### config.mk
export PLATFORM = sky130hd
export DESIGN_NAME = fetch_redirect_ctrl_flat
export DESIGN_NICKNAME = d
export VERILOG_FILES = /design/src/rtl/fetch_redirect_ctrl_pkg.sv /design/src/rtl/fetch_redirect_ctrl_if.sv /design/src/rtl/fetch_redirect_ctrl_mispredict_counter.sv /design/src/rtl/fetch_redirect_ctrl.sv /design/src/flat_wrapper.sv
export SDC_FILE = /design/constraint.sdc
export NUM_CORES = 1
export LEC_CHECK = 0
export BUFFER_PORTS_ARGS = -buffer_cell sky130_fd_sc_hd__buf_4
export CAP_MARGIN = 10
export CORE_MARGIN = 2
export CORE_UTILIZATION = 47
export CTS_CLUSTER_DIAMETER = 80
export DETAILED_ROUTE_END_ITERATION = 16
export GPL_TIMING_DRIVEN = 1
export HOLD_SLACK_MARGIN = 0.1
export PLACE_DENSITY = 0.78
export REMOVE_ABC_BUFFERS = 1
export SYNTH_ARGS = -nofsm -noshare
export SYNTH_HDL_FRONTEND = slang
export SYNTH_SLANG_ARGS = --single-unit
export TNS_END_PERCENT = 30
### constraint.sdc
create_clock -name fire -period 5.62 [get_ports fire]
set_clock_uncertainty 0.15 [all_clocks]
set_input_delay 1.686 -clock fire [delete_from_list [all_inputs] [get_ports fire]]
set_output_delay 1.686 -clock fire [all_outputs]
set_load 0.01 [all_outputs]
### src/rtl/fetch_redirect_ctrl_pkg.sv
// Shared definitions for the fetch next-PC sequencer.
//  - state_e : sequencer states (BOOT, RUN, FLUSH)
//  - XLEN    : PC width
//  - PC_STEP : sequential fetch increment
package fetch_pkg;
  localparam int XLEN = 32;
  localparam logic [XLEN-1:0] PC_STEP = 32'd4;

  typedef enum logic [1:0] {
    BOOT  = 2'd0,
    RUN   = 2'd1,
    FLUSH = 2'd2
  } state_e;
endpackage

### src/rtl/fetch_redirect_ctrl_if.sv
// Bundle of correction / predictor / fetch handshake signals around the
// next-PC sequencer.
//  master : drives corr_*, pred_*, fetch_ready; observes pc_*, flush,
//           pred_disable, mis_cnt
//  slave  : the sequencer itself (opposite directions)
interface fetch_redirect_if #(
  parameter int CNT_W = 3
);
  import fetch_pkg::*;

  logic            corr_valid;
  logic [XLEN-1:0] corr_pc;
  logic            pred_hit;
  logic            pred_valid;
  logic [XLEN-1:0] pred_pc;
  logic            fetch_ready;
  logic            pc_valid;
  logic [XLEN-1:0] pc_out;
  logic            flush;
  logic            pred_disable;
  logic [CNT_W-1:0] mis_cnt;

  modport master (
    output corr_valid, corr_pc, pred_hit, pred_valid, pred_pc, fetch_ready,
    input  pc_valid, pc_out, flush, pred_disable, mis_cnt
  );

  modport slave (
    input  corr_valid, corr_pc, pred_hit, pred_valid, pred_pc, fetch_ready,
    output pc_valid, pc_out, flush, pred_disable, mis_cnt
  );
endinterface

### src/rtl/fetch_redirect_ctrl_mispredict_counter.sv
// Consecutive-mispredict counter with predictor throttle.
//  fire/rst   : clock, synchronous active-high reset
//  i_corr     : mispredict reported this cycle (count up, saturating)
//  i_hit      : correct prediction reported (clears count unless i_corr)
//  o_cnt      : registered count
//  o_disable  : registered (next count >= THRESH)
module mispredict_counter #(
  parameter int CNT_W  = 3,
  parameter int THRESH = 4
) (
  input  logic             fire,
  input  logic             rst,
  input  logic             i_corr,
  input  logic             i_hit,
  output logic [CNT_W-1:0] o_cnt,
  output logic             o_disable
);
  localparam logic [CNT_W-1:0] CNT_MAX = {CNT_W{1'b1}};
  localparam logic [CNT_W-1:0] THR     = CNT_W'(THRESH);

  logic [CNT_W-1:0] r_cnt;
  logic             r_disable;
  logic [CNT_W-1:0] w_cnt_next;

  // Next count: a mispredict wins over a hit in the same cycle.
  always_comb begin
    w_cnt_next = r_cnt;
    if (i_corr) begin
      if (r_cnt != CNT_MAX) begin
        w_cnt_next = r_cnt + CNT_W'(1);
      end else begin
        w_cnt_next = r_cnt;
      end
    end else if (i_hit) begin
      w_cnt_next = '0;
    end else begin
      w_cnt_next = r_cnt;
    end
  end

  // Count and throttle registers; throttle is derived from the next count.
  always_ff @(posedge fire) begin
    if (rst) begin
      r_cnt     <= '0;
      r_disable <= 1'b0;
    end else begin
      r_cnt     <= w_cnt_next;
      r_disable <= (w_cnt_next >= THR);
    end
  end

  assign o_cnt     = r_cnt;
  assign o_disable = r_disable;
endmodule

### src/rtl/fetch_redirect_ctrl.sv
// Next-PC sequencer for instruction fetch. Chooses between execute
// corrections, predictor redirects and sequential PC+4, runs a flush window
// after every correction and throttles the predictor on repeated mispredicts.
//  fire, rst  : clock, synchronous active-high reset
//  bus        : fetch_redirect_if.slave (correction, predictor, fetch side)
//  redir_total, redir_pred : only when REDIRECT_STATS_EN is defined; counts of
//               accepted corrections and accepted predictor redirects
module fetch_redirect_ctrl
  import fetch_pkg::*;
#(
  parameter logic [XLEN-1:0] RESET_PC     = 32'h0000_0000,
  parameter int              FLUSH_CYCLES = 2,
  parameter int              CNT_W        = 3,
  parameter int              THRESH       = 4
) (
  input  logic             fire,
  input  logic             rst,
  fetch_redirect_if.slave  bus
`ifdef REDIRECT_STATS_EN
  ,
  output logic [31:0]      redir_total,
  output logic [31:0]      redir_pred
`endif
);
  localparam int TMR_W = (FLUSH_CYCLES > 1) ? $clog2(FLUSH_CYCLES) : 1;
  localparam logic [TMR_W-1:0] TMR_LOAD = TMR_W'(FLUSH_CYCLES - 1);

  state_e           r_state;
  logic [XLEN-1:0]  r_pc_out;
  logic             r_pc_valid;
  logic             r_flush;
  logic [TMR_W-1:0] r_timer;

  logic             w_handshake;
  logic             w_pred_take;
  logic [XLEN-1:0]  w_seq_pc;
  logic [CNT_W-1:0] w_mis_cnt;
  logic             w_pred_disable;

  assign w_handshake = r_pc_valid & bus.fetch_ready;
  assign w_pred_take = bus.pred_valid & ~w_pred_disable;
  assign w_seq_pc    = r_pc_out + PC_STEP;

  mispredict_counter #(
    .CNT_W  (CNT_W),
    .THRESH (THRESH)
  ) u_mis_cnt (
    .fire      (fire),
    .rst       (rst),
    .i_corr    (bus.corr_valid),
    .i_hit     (bus.pred_hit),
    .o_cnt     (w_mis_cnt),
    .o_disable (w_pred_disable)
  );

  // Sequencer FSM; pc_out only moves on a handshake or a correction.
  always_ff @(posedge fire) begin
    if (rst) begin
      r_state    <= BOOT;
      r_pc_out   <= RESET_PC;
      r_pc_valid <= 1'b0;
      r_flush    <= 1'b0;
      r_timer    <= '0;
    end else begin
      case (r_state)
        BOOT: begin
          r_state    <= RUN;
          r_pc_valid <= 1'b1;
        end
        RUN: begin
          if (bus.corr_valid) begin
            r_state    <= FLUSH;
            r_pc_out   <= bus.corr_pc;
            r_pc_valid <= 1'b0;
            r_flush    <= 1'b1;
            r_timer    <= TMR_LOAD;
          end else if (w_handshake) begin
            r_pc_out <= w_pred_take ? bus.pred_pc : w_seq_pc;
          end
        end
        FLUSH: begin
          // A fresh correction restarts the window with the new target.
          if (bus.corr_valid) begin
            r_pc_out <= bus.corr_pc;
            r_timer  <= TMR_LOAD;
          end else if (r_timer == '0) begin
            r_state    <= RUN;
            r_pc_valid <= 1'b1;
            r_flush    <= 1'b0;
          end else begin
            r_timer <= r_timer - TMR_W'(1);
          end
        end
        default: begin
          r_state    <= BOOT;
          r_pc_valid <= 1'b0;
          r_flush    <= 1'b0;
        end
      endcase
    end
  end

`ifdef REDIRECT_STATS_EN
  logic [31:0] r_redir_total;
  logic [31:0] r_redir_pred;

  // Redirect statistics; corrections in BOOT are not accepted.
  always_ff @(posedge fire) begin
    if (rst) begin
      r_redir_total <= 32'd0;
      r_redir_pred  <= 32'd0;
    end else begin
      if (bus.corr_valid && (r_state != BOOT)) begin
        r_redir_total <= r_redir_total + 32'd1;
      end
      if ((r_state == RUN) && !bus.corr_valid && w_handshake && w_pred_take) begin
        r_redir_pred <= r_redir_pred + 32'd1;
      end
    end
  end

  assign redir_total = r_redir_total;
  assign redir_pred  = r_redir_pred;
`endif

  assign bus.pc_valid     = r_pc_valid;
  assign bus.pc_out       = r_pc_out;
  assign bus.flush        = r_flush;
  assign bus.pred_disable = w_pred_disable;
  assign bus.mis_cnt      = w_mis_cnt;
endmodule

### src/flat_wrapper.sv
// flat-port wrapper written by rule: the top's interface ports become plain ports
module fetch_redirect_ctrl_flat import fetch_pkg::*;
#(
  parameter logic [XLEN-1:0] RESET_PC     = 32'h0000_0000,
  parameter int              FLUSH_CYCLES = 2,
  parameter int              CNT_W        = 3,
  parameter int              THRESH       = 4
)
  (fire, rst, bus_corr_valid, bus_corr_pc, bus_pred_hit, bus_pred_valid, bus_pred_pc, bus_fetch_ready, bus_pc_valid, bus_pc_out, bus_flush, bus_pred_disable, bus_mis_cnt);
  fetch_redirect_if #(.CNT_W(CNT_W)) bus_i ();
  input  logic fire;
  input  logic rst;
  input wire logic [$bits(bus_i.corr_valid)-1:0] bus_corr_valid;
  input wire logic [$bits(bus_i.corr_pc)-1:0] bus_corr_pc;
  input wire logic [$bits(bus_i.pred_hit)-1:0] bus_pred_hit;
  input wire logic [$bits(bus_i.pred_valid)-1:0] bus_pred_valid;
  input wire logic [$bits(bus_i.pred_pc)-1:0] bus_pred_pc;
  input wire logic [$bits(bus_i.fetch_ready)-1:0] bus_fetch_ready;
  output wire logic [$bits(bus_i.pc_valid)-1:0] bus_pc_valid;
  output wire logic [$bits(bus_i.pc_out)-1:0] bus_pc_out;
  output wire logic [$bits(bus_i.flush)-1:0] bus_flush;
  output wire logic [$bits(bus_i.pred_disable)-1:0] bus_pred_disable;
  output wire logic [$bits(bus_i.mis_cnt)-1:0] bus_mis_cnt;
  assign bus_i.corr_valid = bus_corr_valid;
  assign bus_i.corr_pc = bus_corr_pc;
  assign bus_i.pred_hit = bus_pred_hit;
  assign bus_i.pred_valid = bus_pred_valid;
  assign bus_i.pred_pc = bus_pred_pc;
  assign bus_i.fetch_ready = bus_fetch_ready;
  assign bus_pc_valid = bus_i.pc_valid;
  assign bus_pc_out = bus_i.pc_out;
  assign bus_flush = bus_i.flush;
  assign bus_pred_disable = bus_i.pred_disable;
  assign bus_mis_cnt = bus_i.mis_cnt;
  fetch_redirect_ctrl #(.RESET_PC(RESET_PC), .FLUSH_CYCLES(FLUSH_CYCLES), .CNT_W(CNT_W), .THRESH(THRESH)) u_core (.fire(fire), .rst(rst), .bus(bus_i));
endmodule
; ---- After elaboration in Yosys (flattened, before gate mapping)
; Index checks and enable logic that the tools add are counted.
; Widths: inputs -> output; s select.
[classes]
n_addsub = 3
n_mul = 0
div_mod_pow = 0
order_cmp = 1
eq_ne = 8
shift = 0
mux = 23
n_bitwise = 4
reduce_logical = 6
[ops]
columns = op, count
row1 = $mux 32, 4
row2 = $pmux 32 s2, 1
row3 = $add 32x3->32 const B, 1
row4 = $mux 3, 3
row5 = $mux 1, 8
row6 = $ne 2x2->1 const B, 4
row7 = $mux 2, 3
row8 = $pmux 1 s3, 2
row9 = $pmux 2 s3, 1
row10 = $reduce_and 3->1, 2
row11 = $reduce_and 4->1, 1
row12 = $add 3x1->3 const B, 1
row13 = $ge 3x3->1 const B, 1
row14 = $ne 3x2->1 const B, 1
row15 = $ne 3x3->1 const B, 1
row16 = $and 1x1->1, 2
row17 = $eq 2x1->1 const B, 1
row18 = $eq 2x2->1 const B, 1
row19 = $logic_not 2->1, 1
row20 = $not 1->1, 2
row21 = $pmux 1 s2, 1
row22 = $reduce_and 2->1, 1
row23 = $reduce_bool 2->1, 1
row24 = $sub 1x1->1 const B, 1
[totals]
regBits = 41
latchBits = 0
mem_bits_rw = 0
rom_bits = 0
in_bits = 70
out_inout_bits = 38
wordCells = 52
mem_count = 0

; ---- Longest topological paths before layout
[logic_depth]
depth_word = 6
ltp_mapped = 9
mapped_depth_nobuf = 7

; ---- Modules after synthesis
; From an unflattened synthesis, not the netlist that was laid out.
[unflattened]
cells_unflattened = 369
area_unflattened_um2 = 2777.7
[modules_own_cells]
columns = module, instances, cells_per_inst, area_per_inst_um2, seq_area_each_um2
row1 = fetch_redirect_ctrl, 1, 350, 2627.5, 740.7
row2 = mispredict_counter, 1, 19, 150.1, 60.1

; ---- Worst setup path after synthesis
; No wires, ideal clock.
[synth_path]
path_kind = in2reg
start = in bus_corr_valid
end = reg u_core.r_pc_out[11] (netlist: u_core.bus.pc_out[11])
setup_time_ns = 0.117
t_arrival_ns = 2.750
required_ns = 5.353
path_slack_ns = 2.602
stages = 5
n_path_buf = 1
path_cell_list = nand2b_1 -> o221ai_2 -> buf_2 -> nor2_1 -> a32o_1
[synth_between]
elab_chain_len = 2
elab_cells_between_ends = 5
classes_between = 2 x eq/ne / 2 x mux / 1 x reduce/logical
[synth_rtl]
columns = item, line
row1 = "start, declared", flat_wrapper.sv:13  ; input wire logic [$bits(bus_i.corr_valid)-1:0] bus_corr_valid;
row2 = "$ne 3x2->1 (no source line), or another cell as far along", --
row3 = $reduce_and 3->1 (no source line) / $pmux 32 s2 (equally long branches), --
row4 = "end signal, assigned", fetch_redirect_ctrl.sv:73  ; r_pc_out <= bus.corr_pc;
row5 = "end signal, assigned", fetch_redirect_ctrl.sv:78  ; r_pc_out <= w_pred_take ? bus.pred_pc : w_seq_pc;
row6 = "end signal, assigned", fetch_redirect_ctrl.sv:84  ; r_pc_out <= bus.corr_pc;
row7 = "end, declared", fetch_redirect_ctrl.sv:29  ; logic [XLEN-1:0] r_pc_out;
; Several ways; a longest one is shown, not always the timed one.
; A chain may end at the register's enable or synchronous reset.

; ---- Worst setup path in the final report
[layout_path]
start = in bus_corr_valid
end = reg u_core.r_pc_out[21] (netlist: u_core.bus.pc_out[21])
; The elaborated chain is that of the path after synthesis.

==> results.md <==
* Status: finished, final reports clean
* CTS H-tree lvls at 2
* Crit Path Class: input pin to flip-flop
* Relative slew slack at between 40% and 50%
* CTS Sinks at 39
* Max Cap Violations at 0
* Num rows at 27
* Kind of end point of the critical path: flip-flop
* Highest routed layer: met4
* Core area at 0.00544 mm^2
* Clock power frac at 16.9%
* Layout filler cell count at just over 500
* Hold Buf Count CTS at 0
* Reg2reg start: u_core.r_state[0]$_SDFFE_PP0P_
* Synth Instances at 324
* Register area at between 700 and 800 um^2
* GR Util All Layers at approximately 25%
* Max Root-Sink Buffers at 2
* Pre-antenna DRT Iters at 5
* Routed WL at 7800 um
* I/O pins at 108
* Ys async rst share at 0%
* Final critical-path required period at 3.59 ns
* Post-synth top flop: dfxtp_1
* Net switching power at approximately 0.00052 W
* Distinct cells, synth at 55
* Global placement routability congestion at 0.811
* Top post-synthesis cells by area: dfxtp_1, o21ai_0, nor2_1, nand2_1, a22oi_1
* Area growth, synth to finish at 35.0%
* Worst setup SP type: input pin
* Synth top area share at between 30 and 40%
* Static Leak at 1.45 nW
* Pin count of the biggest net entering global routing at 50
* Final setup fails at 0
* Initial Util at between 40% and 50%
* Most instantiated library cell after synthesis: dfxtp_1
* Worst vdd ir at approximately 0.36 mV
* Met2 routed WL at between 3000 and 4000 um
* RSZ-0062 raised after global routing: false
* R2R cell count at 7
* Worst R2R End: u_core.bus.pc_out[25]$_SDFFE_PP0P_
* F_max at 0.278 GHz
* Met1 Routed Length at 3360 um
* Die Ht at 78.4 um
* Switch share at 41.0%
* Flop-to-flop setup slack at about 3 ns
* Via count at 2978
* Fin. Hold Viols at 0
* Die ar. at about 0.0061 mm^2
* 1st-iter DRT viols at 248
* Worst Hold Launch: u_core.r_state[1]$_SDFFE_PP0P_
* Post_cts resized at 0
* Pwr dens at 359 mW/mm^2
* First-pass GRT wire length at 12700 um
* DRC viols at 0
* CTS Buf Count at 5
* ANT nets after route at 0
* Met3 WL post-DR at 498 um
* Dpl hpwl at 5420 um
* Post-route cell area at about 0.0035 mm^2
* Seq pwr share at 36.8%
* Setup TNS at 0 ns
* Via/cell ratio at 6.08
* Multi-input gate area at 0.00170 mm^2
* Pins over their slew limit at 0
* Worst skew pair latency at 0.30 ns
* Ant. Diodes at 0
* Number of I/O port buffers at 107
* NumNets Final at 493
* Via count of the first global-routing pass at between 2000 and 3000
* WL per Instance at 15.9 um
* Sequential cell area fraction in the yosys report at approximately 30%
* Clock root cell: clkbuf_8
* Int Power at 0.000744 W
* Worst path cell trace: buf_4, nand2b_1, o221a_2, a21oi_1, a32o_1
* Yosys warning total at 0
* Max FO, Critical Path at 49
* Final period util at 63.9%
* Synth cell count leaders: dfxtp_1, nor2_1, o21ai_0
* CTS tree: yes
* Flops & latches, synth at 39
* Die X at 78.4 um
* Syn_area_per_cell at 8.03 um^2
* Arrival @ worst endpoint at 3.63 ns
* Synth Cell Area at 0.00260 mm^2
* Worst EP required at between 5 and 6 ns
* Initial antenna violation count at 0
* Post CTS Setup Buffer Count at 0
* Clock transition at path regs at around 0.080 ns
* Worst path slowest cell: o221a_2
* Comb pwr share at around 46%
* Number of synthesized flops with an enable pin at 0
* Share of cells above drive strength 1 at a little under a third
* Max stage delay on crit path at 0.61 ns
* Worst hold stages at 2
* Slew @ Worst Pin at around 0.76 ns
* Hold Path Sink: u_core.r_state[1]$_SDFFE_PP0P_
* Area after DPL at roughly 0.0034 mm^2
* Cell accounting for the most synthesized area: dfxtp_1
* Tightest Hold Check Type: flip-flop to flip-flop
* GRT Residual Overflow at 0
layer usage:
metal  vias to the layer above  global-route usage [%]
li1                       1446                       -
met5                         -                       0
met1                      1419                    31.4
met2                       106                    43.7
met3                         7                    4.37
met4                         0                    7.72
worst max-delay path by stage:
stage	from	to	slack [ns]	depth (start not counted)
after floorplan	bus_corr_valid	u_core.bus.pc_out[18]$_SDFFE_PP0P_	2.28	5
after global placement	bus_corr_valid	u_core.bus.pc_out[22]$_SDFFE_PP0P_	1.74	5
after detailed placement	bus_corr_valid	u_core.bus.pc_out[21]$_SDFFE_PP0P_	1.74	5
after CTS	bus_corr_valid	u_core.bus.pc_out[21]$_SDFFE_PP0P_	2.05	5
after global routing	bus_corr_valid	u_core.bus.pc_out[20]$_SDFFE_PP0P_	1.87	5
final	bus_corr_valid	u_core.bus.pc_out[21]$_SDFFE_PP0P_	2.03	5
cells in the final DEF (no fill, tap or decap), types with 6 or more instances in the layout:
master and n:
a21oi_1 14, nor2_1 30, buf_4 109, nand4_1 8, o21ai_0 30, mux2i_1 7, a22oi_1 13, a22o_1 6
a32o_1 9, nand2_1 28, dfxtp_1 39, inv_1 7, ha_1 6, a221o_1 6, clkbuf_8 7, nor3_1 8
nand3_1 15
layout make-up:
| class | count | share of cell area [%] |
|---|---|---|
| tap | 72 | 2.57 |
| sequential | 39 | 22.2 |
| clock buffer | 8 | 2.85 |
| inverter | 7 | 0.748 |
| timing repair buffer | 109 | 23.3 |
| multi-input combinational | 255 | 48.3 |
critical path, delay by kind of cell:
kind                   cells  cell delay, ns
AND/OR/NAND/NOR            1            0.25
buffers and inverters      1            0.40
AO/OA/AOI/OAI              3            1.26
logic make-up after synthesis:
group | Yosys count | synth area share (%)
simple gates | 123 | 25.9
xor+xnor | 1 | 0.337
mux | 9 | 3.56
fa+ha+maj | 6 | 2.89
flops | 39 | 30.0
compound gates | 116 | 32.5
buf+inv | 30 | 4.81
metrics by stage:
step	hold WS, ns	utilization, %	instances	setup slack (ns)	total power, W
3_5_place_dp	0.324	62.7	482	1.74	0.00105
4_1_cts	0.334	64.6	490	2.05	0.00126
6_report	0.329	64.6	490	2.03	0.00126
2_1_floorplan	0.297	-	301	2.28	0.000787
3_3_place_gp	0.316	62.7	482	1.74	0.00104
5_1_grt	0.374	64.6	490	1.87	0.00135
power by group through the flow:
stage	combinational (W)	clock (W)	sequential, W
after detailed placement	0.000583	0	0.000469
after global routing	0.000646	0.000224	0.000478
final	0.000584	0.000213	0.000465
after floorplan	0.000304	0	0.000483
after CTS	0.000585	0.000214	0.000462
after global placement	0.000570	0	0.000466
state kept, by name (all words and copies together), names as in the netlist:
signal / cells
u_core.u_mis_cnt.o_cnt: 3
u_core.bus.pc_out: 32
u_core.r_timer: 1
u_core.r_state: 2
u_core.bus.flush: 1
No activity file was read; power rests on OpenSTA's default activity.
